`src/rtl/sevenseg_pkg.sv`:
```
// Shared constants and types for seven-segment display blocks.
// Segment vectors are {g,f,e,d,c,b,a}, active low (0 = segment lit).
package sevenseg_pkg;

  localparam logic [6:0] SEG_0    = 7'b1000000;
  localparam logic [6:0] SEG_1    = 7'b1111001;
  localparam logic [6:0] SEG_2    = 7'b0100100;
  localparam logic [6:0] SEG_3    = 7'b0110000;
  localparam logic [6:0] SEG_4    = 7'b0011001;
  localparam logic [6:0] SEG_5    = 7'b0010010;
  localparam logic [6:0] SEG_6    = 7'b0000010;
  localparam logic [6:0] SEG_7    = 7'b1111000;
  localparam logic [6:0] SEG_8    = 7'b0000000;
  localparam logic [6:0] SEG_9    = 7'b0010000;
  localparam logic [6:0] SEG_DASH = 7'b0111111;
  localparam logic [6:0] SEG_OFF  = 7'b1111111;
  localparam logic [3:0] AN_OFF   = 4'b1111;

  typedef enum logic {
    PH_BLANK = 1'b0,
    PH_SHOW  = 1'b1
  } phase_e;

  // Observable scan state: current slot and its phase.
  typedef struct packed {
    logic [1:0] idx;
    phase_e     phase;
  } scan_state_t;

endpackage

```
`src/rtl/bcd_to_7seg.sv`:
```
// Combinational BCD to active-low seven-segment decoder; non-BCD codes show a dash.
module bcd_to_7seg
  import sevenseg_pkg::*;
(
  input  logic [3:0] bcd_i,
  output logic [6:0] seg_o
);

  always_comb begin
    seg_o = SEG_DASH;
    case (bcd_i)
      4'd0: seg_o = SEG_0;
      4'd1: seg_o = SEG_1;
      4'd2: seg_o = SEG_2;
      4'd3: seg_o = SEG_3;
      4'd4: seg_o = SEG_4;
      4'd5: seg_o = SEG_5;
      4'd6: seg_o = SEG_6;
      4'd7: seg_o = SEG_7;
      4'd8: seg_o = SEG_8;
      4'd9: seg_o = SEG_9;
      default: seg_o = SEG_DASH;
    endcase
  end

endmodule

```
`src/rtl/sevenseg_scan_driver.sv`:
```
// Time-multiplexed 4-digit common-anode display driver with per-slot blanking,
// leading-zero suppression and frame snapshotting of the inputs.
module sevenseg_scan_driver
  import sevenseg_pkg::*;
#(
  parameter int REFRESH_DIV  = 100000,
  parameter int BLANK_CYCLES = 1000
) (
  input  logic        clk,
  input  logic        reset,
  input  logic [15:0] digits_in,
  input  logic [3:0]  dp_in,
  input  logic [3:0]  digit_en,
  input  logic        lz_blank,
  output logic [3:0]  an,
  output logic [6:0]  seg,
  output logic        dp,
  output logic        frame_start
);

  localparam int PW = $clog2(REFRESH_DIV);
  localparam int BW = (BLANK_CYCLES > 0) ? $clog2(BLANK_CYCLES + 1) : 1;

  logic [PW-1:0] pcnt_q, pcnt_d;
  logic [1:0]    idx_q, idx_d;
  logic [BW-1:0] bcnt_q, bcnt_d;
  logic          tick, snap;

  logic [15:0]   dig_sh_q;
  logic [3:0]    dp_sh_q, en_sh_q;
  logic          lzb_sh_q;

  logic [3:0]    lz;
  logic [3:0]    cur_digit;
  logic [6:0]    seg_dec;
  logic          lit;
  scan_state_t   st;

  logic [3:0]    an_d;
  logic [6:0]    seg_d;
  logic          dp_d, fs_d;

  always_comb begin
    tick   = (pcnt_q == PW'(REFRESH_DIV - 1));
    snap   = tick && (idx_q == 2'd3);
    pcnt_d = tick ? '0 : pcnt_q + 1'b1;
    idx_d  = tick ? idx_q + 2'd1 : idx_q;
    bcnt_d = bcnt_q;
    if (tick) begin
      bcnt_d = BW'(BLANK_CYCLES);
    end else if (bcnt_q != '0) begin
      bcnt_d = bcnt_q - 1'b1;
    end
  end

  always_ff @(posedge clk or posedge reset) begin
    if (reset) begin
      pcnt_q <= '0;
      idx_q  <= 2'd3;
      bcnt_q <= '0;
    end else begin
      pcnt_q <= pcnt_d;
      idx_q  <= idx_d;
      bcnt_q <= bcnt_d;
    end
  end

  // Shadow copy taken only at the 3->0 wrap so a frame never mixes old and new data.
  always_ff @(posedge clk or posedge reset) begin
    if (reset) begin
      dig_sh_q <= '0;
      dp_sh_q  <= '0;
      en_sh_q  <= '0;
      lzb_sh_q <= 1'b0;
    end else if (snap) begin
      dig_sh_q <= digits_in;
      dp_sh_q  <= dp_in;
      en_sh_q  <= digit_en;
      lzb_sh_q <= lz_blank;
    end
  end

  always_comb begin
    lz[3] = lzb_sh_q & (dig_sh_q[15:12] == 4'd0);
    lz[2] = lz[3] & (dig_sh_q[11:8] == 4'd0);
    lz[1] = lz[2] & (dig_sh_q[7:4] == 4'd0);
    lz[0] = 1'b0;
  end

  always_comb begin
    st.idx    = idx_q;
    st.phase  = (bcnt_q != '0) ? PH_BLANK : PH_SHOW;
    cur_digit = dig_sh_q[{idx_q, 2'b00} +: 4];
  end

  bcd_to_7seg u_dec (
    .bcd_i (cur_digit),
    .seg_o (seg_dec)
  );

  always_comb begin
    lit   = (st.phase == PH_SHOW) && en_sh_q[st.idx] && !lz[st.idx];
    an_d  = AN_OFF;
    seg_d = SEG_OFF;
    dp_d  = 1'b1;
    if (lit) begin
      an_d  = ~(4'b0001 << st.idx);
      seg_d = seg_dec;
      dp_d  = ~dp_sh_q[st.idx];
    end
    // Counter state (pcnt=0, idx=0) exists only right after a snapshot edge.
    fs_d = (pcnt_q == '0) && (idx_q == 2'd0);
  end

  always_ff @(posedge clk or posedge reset) begin
    if (reset) begin
      an          <= AN_OFF;
      seg         <= SEG_OFF;
      dp          <= 1'b1;
      frame_start <= 1'b0;
    end else begin
      an          <= an_d;
      seg         <= seg_d;
      dp          <= dp_d;
      frame_start <= fs_d;
    end
  end

endmodule

```
`config.mk`:
```
export PLATFORM = sky130hd
export DESIGN_NAME = sevenseg_scan_driver
export DESIGN_NICKNAME = d
export VERILOG_FILES = /design/src/rtl/sevenseg_pkg.sv /design/src/rtl/bcd_to_7seg.sv /design/src/rtl/sevenseg_scan_driver.sv
export SDC_FILE = /design/constraint.sdc
export NUM_CORES = 1
export LEC_CHECK = 0
export BUFFER_PORTS_ARGS = -buffer_cell sky130_fd_sc_hd__buf_4
export CORE_AREA = 2 2 81 83
export CTS_CLUSTER_SIZE = 16
export DETAILED_ROUTE_END_ITERATION = 10
export DIE_AREA = 0 0 83 85
export PLACE_DENSITY_LB_ADDON = 0.12
export SLEW_MARGIN = 10
export SYNTH_ARGS = -nofsm -noshare
export SYNTH_HDL_FRONTEND = slang
export SYNTH_SLANG_ARGS = --single-unit
```
`constraint.sdc`:
```
create_clock -name clk -period 2.4 [get_ports clk]
set_input_delay 0.48 -clock clk [delete_from_list [all_inputs] [get_ports clk]]
set_output_delay 0.48 -clock clk [all_outputs]
set_load 0.05 [all_outputs]
```
==> Word-level counts from Yosys, hierarchy flattened <==
Memories as Yosys holds them, arrays and structs flattened.
Cells that the tools add are included.
{ "word_totals": {"reg_bits": 67, "mem_bits_ro": 112, "output_inout_bits": 13, "wordCells": 50, "mem_count": 1} }
{ "memory_table": {"columns": ["name", "depth", "word_bits", "read_ports", "rd_ports_with_merged_regs", "wr", "line_no", "text"], "rows": [
  ["(no name shown)", 16, 7, 1, 0, 0, "bcd_to_7seg.sv:11", "case (bcd_i)"]
]} }
{ "classes": {"addsub": 3, "magnitude_cmp": 1, "eq_ne": 2, "shift": 2, "mux": 13, "n_bitwise": 5, "n_reduce_logical": 12} }
{ "ops": {"columns": ["cell", "n"], "rows": [
  ["10-bit two-way mux", 2],
  ["17-bit by 1-bit adder with 17-bit output (second input constant)", 1],
  ["17-bit equality test (second input constant)", 1],
  ["17-bit logical NOT", 1],
  ["17-bit two-way mux", 1],
  ["16-bit by 5-bit indexed part select with 4-bit output", 1],
  ["4-bit logical NOT", 3],
  ["10-bit nonzero test", 1],
  ["10-bit by 1-bit subtractor with 10-bit output (second input constant)", 1],
  ["7-bit two-way mux", 1],
  ["1-bit binary-select mux with 2-bit select", 3],
  ["1-bit two-way mux", 5],
  ["1-bit logical AND", 4],
  ["4-bit two-way mux", 1],
  ["4-bit NOT", 1],
  ["1-bit by 2-bit left shift with 4-bit output (first input constant)", 1],
  ["1-bit bitwise AND", 3],
  ["2-bit by 3-bit less-than comparator with 1-bit output (second input constant)", 1],
  ["2-bit by 1-bit adder with 2-bit output (second input constant)", 1],
  ["2-bit equality test (second input constant)", 1],
  ["2-bit logical NOT", 1],
  ["2-bit nonzero test", 1],
  ["1-bit logical NOT", 1],
  ["1-bit NOT", 1]
]} }

==> Logic depth before layout (Yosys ltp) <==
{ "depth": {"depth_word": 9, "depth_mapped": 8, "ltp_nobuf": 7} }

==> Hierarchy <==
A second synthesis with hierarchy kept.
{ "hier_totals": {"cells_unflattened": 276, "area_unflattened_um2": 3403.3} }
{ "by_module_without_submodules": {"columns": ["mod", "instances", "cells_per_inst", "area_per_inst_um2", "seq_area_each_um2"], "rows": [
  ["sevenseg_scan_driver", 1, 245, 3163.0, 1694.1],
  ["bcd_to_7seg", 1, 31, 240.2, 0.0]
]} }

==> Least setup slack after synthesis <==
OpenSTA, ideal clock, no wires.
{ "synth_path": {"kind": "reg2reg", "startpoint": "register idx_q[0]", "endpoint": "register seg[4]", "setup_time_ps": 94, "arrival_time_ps": 2046, "required_time_ps": 2306, "path_slack_ps": 260, "path_stages_with_launch": 9, "path_buffers": 1, "period_less_slack_ps": 2140, "path_cell_list": "dfstp_2 > buf_2 > mux4_2 > inv_1 > ha_1 > inv_1 > mux2_2 > o21ai_0 > nand3_1"} }
{ "synth_via": {"elab_chain_cells": 5, "word_cells_on_any_way": 10, "cone_classes": "shift: 1; mux: 5; reduce/logical: 3; memory: 1"} }
{ "synth_lines": {"columns": ["item", "line_no", "text"], "rows": [
  ["from (decl)", "sevenseg_scan_driver.sv:25", "logic [1:0] idx_q, idx_d;"],
  ["from (signal assigned)", "sevenseg_scan_driver.sv:63", "idx_q <= idx_d;"],
  ["branches (longest 4 deep; another with memory 16 x 7 bit)", null, null],
  ["7-bit two-way mux *", "sevenseg_scan_driver.sv:106", "if (lit) begin"],
  ["named net seg_d[4]", "sevenseg_scan_driver.sv:40", "logic [6:0] seg_d;"],
  ["to (signal assigned)", "sevenseg_scan_driver.sv:123", "seg <= seg_d;"],
  ["to (decl)", "sevenseg_scan_driver.sv:16", "output logic [6:0] seg,"]
]} }
Mark *: on every way through the listed nets, which the timed path passes. The select of a mux whose other input is x is not followed.
A chain may end at the register's enable or synchronous reset.

==> Final worst setup path <==
Ends and elaborated chain as after synthesis.

==> flow_metrics.env <==
export IMPL_post_route_min_period_ns=2.12
export IMPL_power_density_nw_per_um2=566
export IMPL_cts_tree="built"
export IMPL_cts_buffer_depth=2
export IMPL_antenna_found_initial=0
export IMPL_status="completed"
export IMPL_fin_worst_skew_ns=0.00686
export IMPL_clk_pin_slew_ns=0.07
export IMPL_die_w_microns=83
export IMPL_synth_area_leaders="dfrtp_1 (39%), dfstp_2 (11%), mux2_4 (8.9%)"
export IMPL_gp_congestion=0.850
export IMPL_initial_core_util=0.543
export IMPL_ir_worst_vdd_mv=0.500
export IMPL_cts_resized=0
export IMPL_cts_inserted_buffers=9
export IMPL_synth_cell_types=40
export IMPL_clk_latency_ns=0.34
export IMPL_drt_iter0_markers=101
export IMPL_grt_pass1_vias=2157
export IMPL_finalSetupViolations=0
export IMPL_leakage_nw=1.83
export IMPL_ant_nets=0
export IMPL_drc=0
export IMPL_root_buffer="clkbuf_8"
export IMPL_rsz0062_at_grt="false"
export IMPL_critical_path_class="flip-flop to flip-flop"
export IMPL_portBuffers=39
export IMPL_wl_microns=6240
export IMPL_timing_hold_ws_ns=0.166
export IMPL_avgSynthCellArea_sq_um=12.2
export IMPL_num_antenna_cells=0
export IMPL_vias=2194
export IMPL_drive_above_1_share=0.343
export IMPL_power_total_mw=2.21
export IMPL_setup_tns_ns=0
export IMPL_grt_pass1_wl_microns=10500
export IMPL_post_route_period_util=0.882
export IMPL_final_nets=359
export IMPL_fp_row_count=29
export IMPL_synth_async_sr_flop_share=1.00
export IMPL_maxSlewViolCount=0
export IMPL_pre_cts_ws_ns=0.296
export IMPL_io_pins=40
export IMPL_ys_flop_type="dfrtp_1"
export IMPL_hp_class="primary input to asynchronous set/reset pin"
export IMPL_worst_slew_pin_slew_ns=0.874
export IMPL_die_area_sq_um=7060
export IMPL_maxSlewHeadroom=0.415
export IMPL_yosysMostFrequentCell="dfrtp_1"
export IMPL_hold_violations=0
export IMPL_cp_start_kind="flip-flop"
export IMPL_postCtsSetupRepairBufs=0
export IMPL_fin_ws_ns=0.282
export IMPL_synth_nets=316
export IMPL_grt_max_degree=45
export IMPL_synth_seq_cells=67
export IMPL_hpwl_microns=4500
export IMPL_syn_inst=276
export IMPL_htreeDepth=3
export IMPL_syn2layout_area_growth_pct=15.9
export IMPL_core_area_sq_um=6200
export IMPL_crit_required_ns=2.63
export IMPL_overflow=0
export IMPL_endpoint_kind="flip-flop"
export IMPL_final_cell_area_sq_um=3910
export IMPL_post_dp_cell_area_sq_um=3730
export IMPL_yosys_area_top_type_share=0.393
export IMPL_clock_fmax_mhz=472
export IMPL_syn_area_sq_um=3370
export IMPL_firstDrtPassIters=4
export IMPL_drt_vias_per_instance=5.47
export IMPL_cp_arrival_ns=2.35
export IMPL_ys_seq_area_frac=0.502
export IMPL_die_y_microns=85
export IMPL_synth_edf_count=0
export IMPL_clock_sinks=67
export IMPL_cts_hold_fix_buffers=0
export IMPL_crit_fanout=7
export IMPL_ys_warn_count=0
export IMPL_synth_area_leader_cell="dfrtp_1"
export IMPL_max_cap_violations=0
export IMPL_grt_use_total=0.190
export IMPL_synth_commonest_cells="dfrtp_1 (53), mux2_4 (20), nor2_1 (20)"
export IMPL_wire_per_inst_microns=15.5
[report_power, final]
part	total (mW)	internal, mW	switching, mW
logic	0.182	0.0883	0.0938
clock network	0.841	0.430	0.411
registers	1.19	1.17	0.0204
[worst paths after layout]
check	endpoint	start	depth (start not counted)	slack (ns)
max in group asynchronous	seg[3]	reset	3	1.57
max reg2reg	seg[4]	idx_q[0]	7	0.28
min reg2reg	pcnt_q[0]	pcnt_q[0]	1	0.51
max	seg[4]	idx_q[0]	7	0.28
min in group clk	dig_sh_q[3]	digits_in[3]	2	0.37
min	dig_sh_q[9]	reset	2	0.17
[flip-flops by register name, indices dropped and copies added (netlist names)]
name / flops
lzb_sh_q: 1
en_sh_q: 4
bcnt_q: 10
dp: 1
frame_start: 1
idx_q: 2
seg: 7
dig_sh_q: 16
an: 4
pcnt_q: 17
dp_sh_q: 4
[critical path: stages (launching register included)]
cell	delay (ns)
dfstp_2	0.63
mux4_2	0.57
inv_1	0.13
ha_1	0.15
inv_1	0.05
mux2_2	0.26
o21ai_0	0.14
nand3_1	0.09
[through the flow]
stage           util  std cells
4_1_cts        0.630        401
6_report       0.630        401
3_3_place_gp   0.602        385
5_1_grt        0.630        401
2_1_floorplan      -        276
3_5_place_dp   0.602        385
[layout by cell type (no fill, tap or decap), drive strengths merged, types with 3 or more instances in the layout]
cell,instances
mux2i,3
a211oi,3
xor2,10
nand2,8
inv,13
dfrtp,53
nor2,20
buf,46
nand4,8
clkbuf,14
nor4,5
and4,5
o31ai,3
o21ai,5
ha,13
nor3,6
a21oi,5
mux4,6
o211ai,7
mux2,27
nand3,17
xnor2,8
nor2b,3
dfstp,14
or4,6
[cells by family after synthesis]
family | after synthesis | share of synthesized area
AOI/OAI and AO/OA | 24 | 0.0456
DFF | 67 | 0.502
xor gates and xnor gates | 18 | 0.0468
and+or+nand+nor | 91 | 0.154
adders and majority gates | 13 | 0.0482
buffers and inverters | 27 | 0.0416
muxes | 36 | 0.161
[final cells by class]
cell class,instances,area (sq um)
inverter,13,48.8
multi-input combinational,182,1540
clock inverter,2,10.0
fill,514,2300
timing repair buffer,46,358
tap,77,96.3
sequential,67,1690
clock buffer,14,163
[routing by layer]
layer | vias to the layer above | global-route usage | share of wire | routed length, microns
met5 | - | 0 | 0 | 0
met4 | 0 | 0.0715 | 0.012 | 77
met3 | 8 | 0.0506 | 0.032 | 200
met2 | 33 | 0.311 | 0.50 | 3140
met1 | 1079 | 0.245 | 0.45 | 2820
li1 | 1074 | - | - | -
No activity file was read; power rests on OpenSTA's default activity.
